$ cat src/rtl/cnn_pkg.sv
// Shared constants and FSM state encoding for the CNN sequencer slice.
package cnn_pkg;

    localparam int unsigned IMG_W_DEF        = 227;
    localparam int unsigned IMG_H_DEF        = 227;
    localparam int unsigned BIAS_WORDS_DEF   = 64;
    localparam int unsigned WEIGHT_WORDS_DEF = 192;
    localparam int unsigned COORD_W          = $clog2(IMG_W_DEF);

    typedef enum logic [2:0] {
        StIdle       = 3'd0,
        StClr        = 3'd1,
        StLoadBias   = 3'd2,
        StLoadWeight = 3'd3,
        StFill       = 3'd4,
        StRun        = 3'd5,
        StDone       = 3'd6
    } state_e;

endpackage

$ cat src/rtl/raster_counter.sv
// Raster-order (row, col) pixel position counter with flags for the
// position currently being accepted.
module raster_counter
    import cnn_pkg::*;
#(
    parameter int unsigned IMG_W = IMG_W_DEF,
    parameter int unsigned IMG_H = IMG_H_DEF,
    parameter int unsigned CW    = $clog2(IMG_W)
) (
    input  logic          clk,
    input  logic          rst,
    input  logic          clr,
    input  logic          inc,
    output logic [CW-1:0] row,
    output logic [CW-1:0] col,
    output logic          last,
    output logic          col_ge2,
    output logic          fill_done
);

    localparam logic [CW-1:0] ColLast = CW'(IMG_W - 1);
    localparam logic [CW-1:0] RowLast = CW'(IMG_H - 1);

    always_ff @(posedge clk or posedge rst) begin
        if (rst) begin
            row <= '0;
            col <= '0;
        end else if (clr) begin
            row <= '0;
            col <= '0;
        end else if (inc) begin
            if (col == ColLast) begin
                col <= '0;
                row <= (row == RowLast) ? '0 : row + CW'(1);
            end else begin
                col <= col + CW'(1);
            end
        end
    end

    assign last      = (row == RowLast) && (col == ColLast);
    assign col_ge2   = (col >= CW'(2));
    // Pixel (2,1) is the last one needed before the first 3x3 window exists.
    assign fill_done = (row == CW'(2)) && (col == CW'(1));

endmodule

$ cat src/rtl/cnn_sequencer.sv
// Convolution datapath controller: bias load, weight load, then pixel
// streaming with window-valid tagging.
module cnn_sequencer
    import cnn_pkg::*;
#(
    parameter int unsigned IMG_W        = IMG_W_DEF,
    parameter int unsigned IMG_H        = IMG_H_DEF,
    parameter int unsigned BIAS_WORDS   = BIAS_WORDS_DEF,
    parameter int unsigned WEIGHT_WORDS = WEIGHT_WORDS_DEF
) (
    input  logic                     clk,
    input  logic                     rst,
    input  logic                     start,
    input  logic                     skip_prm,
    input  logic                     prm_valid,
    output logic                     prm_ready,
    input  logic                     pix_valid,
    output logic                     pix_ready,
    input  logic                     out_ready,
    output logic                     bias_en,
    output logic                     weight_en,
    output logic                     pixel_en,
    output logic                     bias_rst,
    output logic                     weight_rst,
    output logic                     pixel_rst,
    output logic                     win_valid,
    output logic [$clog2(IMG_W)-1:0] win_row,
    output logic [$clog2(IMG_W)-1:0] win_col,
    output logic                     busy,
    output logic                     done,
    output logic [2:0]               state
);

    localparam int unsigned CW  = $clog2(IMG_W);
    localparam int unsigned WCW = $clog2(WEIGHT_WORDS);
    localparam logic [WCW-1:0] BiasLast   = WCW'(BIAS_WORDS - 1);
    localparam logic [WCW-1:0] WeightLast = WCW'(WEIGHT_WORDS - 1);

    state_e         state_q;
    logic           eff_skip_q;
    logic           prm_loaded_q;
    logic [WCW-1:0] word_cnt_q;
    logic [CW-1:0]  row;
    logic [CW-1:0]  col;
    logic           last_px;
    logic           col_ge2;
    logic           fill_done;
    logic           eff_skip_d;

    assign prm_ready  = (state_q == StLoadBias) || (state_q == StLoadWeight);
    assign pix_ready  = (state_q == StFill) || ((state_q == StRun) && out_ready);
    assign bias_en    = (state_q == StLoadBias) && prm_valid;
    assign weight_en  = (state_q == StLoadWeight) && prm_valid;
    assign pixel_en   = pix_valid && pix_ready;
    assign busy       = (state_q != StIdle);
    assign state      = state_q;
    assign eff_skip_d = skip_prm && prm_loaded_q;

    raster_counter #(
        .IMG_W (IMG_W),
        .IMG_H (IMG_H),
        .CW    (CW)
    ) u_raster (
        .clk       (clk),
        .rst       (rst),
        .clr       (state_q == StClr),
        .inc       (pixel_en),
        .row       (row),
        .col       (col),
        .last      (last_px),
        .col_ge2   (col_ge2),
        .fill_done (fill_done)
    );

    always_ff @(posedge clk or posedge rst) begin
        if (rst) begin
            state_q      <= StIdle;
            eff_skip_q   <= 1'b0;
            prm_loaded_q <= 1'b0;
            word_cnt_q   <= '0;
            bias_rst     <= 1'b1;
            weight_rst   <= 1'b1;
            pixel_rst    <= 1'b1;
            win_valid    <= 1'b0;
            win_row      <= '0;
            win_col      <= '0;
            done         <= 1'b0;
        end else begin
            bias_rst   <= 1'b0;
            weight_rst <= 1'b0;
            pixel_rst  <= 1'b0;
            win_valid  <= 1'b0;
            done       <= 1'b0;
            case (state_q)
                StIdle: begin
                    if (start) begin
                        state_q    <= StClr;
                        eff_skip_q <= eff_skip_d;
                        // Buffer clears are registered so they line up with the CLR cycle.
                        pixel_rst  <= 1'b1;
                        bias_rst   <= ~eff_skip_d;
                        weight_rst <= ~eff_skip_d;
                    end
                end
                StClr: begin
                    word_cnt_q <= '0;
                    state_q    <= eff_skip_q ? StFill : StLoadBias;
                end
                StLoadBias: begin
                    if (bias_en) begin
                        if (word_cnt_q == BiasLast) begin
                            word_cnt_q <= '0;
                            state_q    <= StLoadWeight;
                        end else begin
                            word_cnt_q <= word_cnt_q + WCW'(1);
                        end
                    end
                end
                StLoadWeight: begin
                    if (weight_en) begin
                        if (word_cnt_q == WeightLast) begin
                            prm_loaded_q <= 1'b1;
                            state_q      <= StFill;
                        end else begin
                            word_cnt_q <= word_cnt_q + WCW'(1);
                        end
                    end
                end
                StFill: begin
                    if (pixel_en && fill_done) begin
                        state_q <= StRun;
                    end
                end
                StRun: begin
                    if (pixel_en) begin
                        if (col_ge2) begin
                            win_valid <= 1'b1;
                            win_row   <= row - CW'(2);
                            win_col   <= col - CW'(2);
                        end
                        if (last_px) begin
                            state_q <= StDone;
                            done    <= 1'b1;
                        end
                    end
                end
                StDone: begin
                    state_q <= StIdle;
                end
                default: begin
                    state_q <= StIdle;
                end
            endcase
        end
    end

endmodule

$ cat config.mk
export PLATFORM = sky130hd
export DESIGN_NAME = cnn_sequencer
export DESIGN_NICKNAME = d
export VERILOG_FILES = /design/src/rtl/cnn_pkg.sv /design/src/rtl/raster_counter.sv /design/src/rtl/cnn_sequencer.sv
export SDC_FILE = /design/constraint.sdc
export NUM_CORES = 1
export LEC_CHECK = 0
export BUFFER_PORTS_ARGS = -buffer_cell sky130_fd_sc_hd__clkbuf_2
export CAP_MARGIN = 25
export CORE_MARGIN = 2
export CORE_UTILIZATION = 62
export DETAILED_ROUTE_END_ITERATION = 7
export PLACE_DENSITY = 0.81
export RECOVER_POWER = 50
export SLEW_MARGIN = 20
export SYNTH_ARGS = -nofsm -noshare
export SYNTH_HDL_FRONTEND = slang
export SYNTH_SLANG_ARGS = --single-unit
$ cat constraint.sdc
create_clock -name clk -period 4.31 [get_ports clk]
set_clock_uncertainty 0.05 [all_clocks]
set_input_delay 0.862 -clock clk [delete_from_list [all_inputs] [get_ports clk]]
set_output_delay 0.862 -clock clk [all_outputs]
set_load 0.02 [all_outputs]
## Word level (Yosys, flattened, before mapping)

Cells that the tools add are included.

- Input port bits: 7
- Output and inout bits: 30
- Flip-flop bits (word level): 49
- Word-level logic and storage cells: 92

- Reduce and logical (&&, ||, !) cells: 21
- Bitwise operators: 1
- Order comparisons: 1
- Muxes and demuxes: 32
- $add $sub $neg: 5
- Equal/unequal tests: 20

Operator list:

| cell | count |
|---|---|
| 8-bit two-way mux | 11 |
| 3-bit two-way mux | 9 |
| 8-bit by 1-bit adder with 8-bit output (second input constant) | 3 |
| 8-bit equality test (second input constant) | 3 |
| 8-bit case mux with 3 select lines | 1 |
| 3-bit case mux with 6 select lines | 1 |
| 8-bit by 2-bit subtractor with 8-bit output (second input constant) | 2 |
| 2-bit inequality test (second input constant) | 6 |
| 1-bit two-way mux | 10 |
| 8-bit by 1-bit equality test with 1-bit output (second input constant) | 1 |
| 8-bit by 2-bit equality test with 1-bit output (second input constant) | 1 |
| 8-bit by 6-bit equality test with 1-bit output (second input constant) | 1 |
| 8-bit by 2-bit >= comparator with 1-bit output (second input constant) | 1 |
| 1-bit logical AND | 8 |
| 8-bit AND reduction | 1 |
| 3-bit by 2-bit equality test with 1-bit output (second input constant) | 2 |
| 3-bit equality test (second input constant) | 2 |
| 2-bit by 1-bit inequality test with 1-bit output (second input constant) | 3 |
| 3-bit AND reduction | 2 |
| 3-bit nonzero test | 2 |
| 2-bit AND reduction | 2 |
| 4-bit AND reduction | 1 |
| 2-bit nonzero test | 2 |
| 3-bit by 1-bit equality test with 1-bit output (second input constant) | 1 |
| other kinds (3) | 4 |

## Depth between registers and ports, before layout

- Depth in word-level cells: 7
- Mapped depth: 9
- Depth with buffers taken out: 7

## Modules after synthesis

Synthesis repeated with hierarchy kept, for this count alone.

- Cells, all modules: 316
- Area total of the unflattened synthesis: 2,795.2 µm²

Modules (own cells, without submodules):

| module | area an instance (µm²) | seq. area each (µm²) | instances | cells each |
|---|---|---|---|---|
| cnn_sequencer | 1,833.0 | 828.3 | 1 | 207 |
| raster_counter | 962.2 | 400.4 | 1 | 109 |

## Least setup slack after synthesis

No wires, ideal clock.

- Kind: reg2reg
- Start: reg u_raster.col[0]
- End: reg u_raster.row[5]
- Path buffers: 2
- Data arrival time: 2,277 ps
- Library setup time: 74 ps
- Cell stages (with the launch flop): 10
- Slack: 1,909 ps
- Data required time: 4,186 ps
- Period minus slack after synthesis: 2,401 ps
- Cell sequence: dfrtp_1 > inv_1 > ha_1 > or3b_1 > or2_0 > buf_2 > o21a_1 > buf_6 > or4_4 > a21oi_2

- Word-level cells in the longest chain between the ends: 3

Ends and longest elaborated chain:

| item | RTL line | source |
|---|---|---|
| start: declaration | raster_counter.sv:15 | `output logic [CW-1:0] col,` |
| start signal: assignment | raster_counter.sv:36 | `col <= col + CW'(1);` |
| 8-bit equality test | raster_counter.sv:32 | `if (col == ColLast) begin` |
| 2-bit nonzero test (no line) | -- |  |
| 2-bit AND reduction (no line) | -- |  |
| end signal: assignment | raster_counter.sv:34 | `row <= (row == RowLast) ? '0 : row + CW'(1);` |
| end: declaration | raster_counter.sv:14 | `output logic [CW-1:0] row,` |

Every way passes these cells.
A chain may end at the register's enable or synchronous reset.

## Worst setup path in the final report

- Start: reg state_q[1], in the netlist state[1]
- End: out bias_en

- Word-level cells in the longest chain between the ends: 2

Ends and longest elaborated chain:

| item | RTL line | source |
|---|---|---|
| start: declaration | cnn_sequencer.sv:39 | `state_e state_q;` |
| start signal: assignment | cnn_sequencer.sv:77 | `state_q <= StIdle;` |
| start signal: assignment | cnn_sequencer.sv:97 | `state_q <= StClr;` |
| start signal: assignment | cnn_sequencer.sv:107 | `state_q <= eff_skip_q ? StFill : StLoadBias;` |
| 3-bit by 2-bit equality test with 1-bit output | cnn_sequencer.sv:52 | `assign bias_en = (state_q == StLoadBias) && prm_valid;` |
| 1-bit logical AND | cnn_sequencer.sv:52 |  |
| end: declaration | cnn_sequencer.sv:20 | `output logic bias_en,` |

Every way passes these cells.

==> results.cfg <==
[routing]
drtPass1Iterations = 4
dr_total_vias = 2190
drt-initial-drc-count = 114
routedWlPerCell_um = 14.41
drc_errors = 0
wirelength_mm = 5.376
drtAntennaViolNets = 0
vias_per_cell = 5.871

[clocking]
cts_max_path_buffers = 2
cts.htree.levels = 2
numClockSinks = 49
cts_root_buffer = clkbuf_8
ctsHoldBuffers = 0
clkLatencyLatePin_ns = 0.30
numCtsBuffers = 5
cts_tree = built
post_cts_resized = 0
cts_setup_buffers = 0
clkTransAtPathRegs_ns = 0.09

[floorplan]
rows = 24
dieArea_sq_um = 4925
initial_utilization_pct = 63.23
die_height_um = 70.18
die_width_um = 70.18
ioPinCount = 37
coreArea_sq_um = 4294

[global_routing]
antenna_found_initial = 0
grt_util_met2_pct = 39.89
grt_pass1_wl_mm = 9.418
grt_max_degree = 50
met1_usage_pct = 31.36
top_usage_layer = met2
grt_usage_pct = 23.73
grt_overflow_total = 0
grt.met3_usage_pct = 3.319
grt_pass1_vias = 2103

[setup_path]
critical_path.max_fanout = 22
critPathSlowestCell = dfrtp_1
endpoint_kind = primary output
crit_type = flip-flop to primary output
crit_chain = nand2b_1 -> inv_1 -> nand2_1 -> nor2_1 -> clkbuf_2
cp-start-kind = flip-flop
cp.required_ns = 3.40
critical_path_arrival_ns = 1.79
crit_path_max_incr_delay_ns = 0.78

[synth]
seq_area_frac_synth_pct = 45.25
synth-edff-count = 0
syn_area_per_cell_sq_um = 9.235
yosys_warnings = 0
async_flop_share_pct = 100.0
synth.distinct_cells = 52
synthTopCellsByCount = 47 x dfrtp_1, 32 x nor2_1, 27 x a21oi_1, 25 x nand2_1, 19 x xnor2_1
synthCells = 294
synth_top_area_share_pct = 43.32
synthTopCellsByArea = dfrtp_1 43%, xnor2_1 6.1%, a21oi_1 5.0%
synth-seq-cells = 49
yosysMostFrequentCell = dfrtp_1
syn_area_sq_um = 2715
syn_nets = 311
ys.flop_type = dfrtp_1
yosysTopAreaCell = dfrtp_1

[timing]
period_needed_ns = 2.703
timing.hold.ws_ns = 0.3911
setup-tns-final_ns = 0
finalHoldViolCount = 0
rsz0062_at_grt = no
worst_pin_slew_ns = 2.127
slew_headroom_pct = -42.55
max_freq_ghz = 0.3699
setup_viol = 0
fin_crit_sh_pct = 62.72
slew_violations = 50

[status]
outcome = finished, violations left
violations = max-capacitance violations, max-slew violations

[power]
power_density_nw_per_um2 = 467.8
power.leakage_nw = 1.297
vdd_ir_drop_max_mv = 0.2255
power_mw = 1.399

[cells_and_area]
finish.net_count = 338
drive_gt1_share_pct = 14.64
syn_to_final_growth_pct = 10.14
antenna_cells = 0

[placed_design]
hpwlAfterDp_mm = 3.769
io_buffers = 36
place_congestion = 0.8471

[job]
cap_violations = 1

[worst_hold_path]
hold_class = flip-flop to flip-flop
-- final timing paths --
path                            depth (start not counted)  slack (ns)                     endpoint                   startpoint
min in group asynchronous                               2        1.05       win_row[2]$_DFFE_PP0P_                          rst
worst max-delay path                                    5        1.61                      bias_en         state[1]$_DFFE_PP0P_
worst max register to register                          7        1.67  u_raster.row[3]$_DFFE_PP0P_  u_raster.col[0]$_DFFE_PP0P_
worst min-delay path                                    1        0.39         weight_rst$_DFF_PP1_     prm_loaded_q$_DFFE_PP0P_
max in group asynchronous                               2        2.20  u_raster.row[7]$_DFFE_PP0P_                          rst
worst min register to register                          1        0.39         weight_rst$_DFF_PP1_     prm_loaded_q$_DFFE_PP0P_
-- logic make-up after synthesis --
family	count (synthesis)	synth area share [%]
XOR/XNOR	22	7.097
AO/OA/AOI/OAI	58	13.23
adder cells (fa/ha/maj)	10	4.608
buffers and inverters	33	5.345
multiplexers	6	2.442
flip-flops	49	45.25
AND/OR/NAND/NOR	116	22.03
-- cell type report --
type / instances / area, sq um
tap: 52 / 65.06
fill: 350 / 1304
inverter: 15 / 57.56
clock inverter: 2 / 35.03
multi-input combinational: 212 / 1359
sequential: 49 / 1229
timing repair buffer: 38 / 176.4
clock buffer: 5 / 68.82
-- flip-flops by register name (all words and copies together), names as in the netlist, 3 cells and up --
signal        cells
u_raster.col      8
u_raster.row      8
win_col           8
win_row           8
word_cnt_q        8
state             3
-- placed cells by master, fill, tap and decap left out, drive strengths merged, types with 4 or more instances in the layout --
master,n
nand3,9
nor2,32
ha,10
nor3,10
or3,5
inv,14
dfrtp,47
xnor2,19
o41ai,4
nand2,25
mux2,5
o21ai,9
a21oi,28
clkbuf,42
or4,6
-- worst max-delay path, delay by kind of cell, from the launching register on --
kind / cells / cell delay, ns
and+or+nand+nor: 3 / 0.37
DFF: 1 / 0.78
buffers and inverters: 2 / 0.34
-- layer usage --
layer | part of all wire (%) | vias up | wire [um]
met3 | 4.7 | 7 | 251
met1 | 45 | 1037 | 2443
met5 | 0 | - | 0
li1 | - | 1078 | -
met4 | 1.3 | 0 | 70
met2 | 49 | 68 | 2610
-- power breakdown --
group	internal, mW	switching (mW)
Combinational	0.167	0.266
Clock	0.169	0.145
Sequential	0.557	0.0953
-- per-stage QoR --
stage / cell area, sq um / cells / worst slack, ns / utilization [%]
6_report: 2990 / 373 / 1.607 / 69.64
4_1_cts: 3000 / 372 / 1.636 / 69.87
3_5_place_dp: 2897 / 365 / 1.658 / 67.45
2_1_floorplan: 2715 / 294 / 1.909 / -
5_1_grt: 2990 / 373 / 1.443 / 69.64
3_3_place_gp: 2897 / 365 / 1.729 / 67.45
Note: power is estimated with default switching activity, not from simulation.
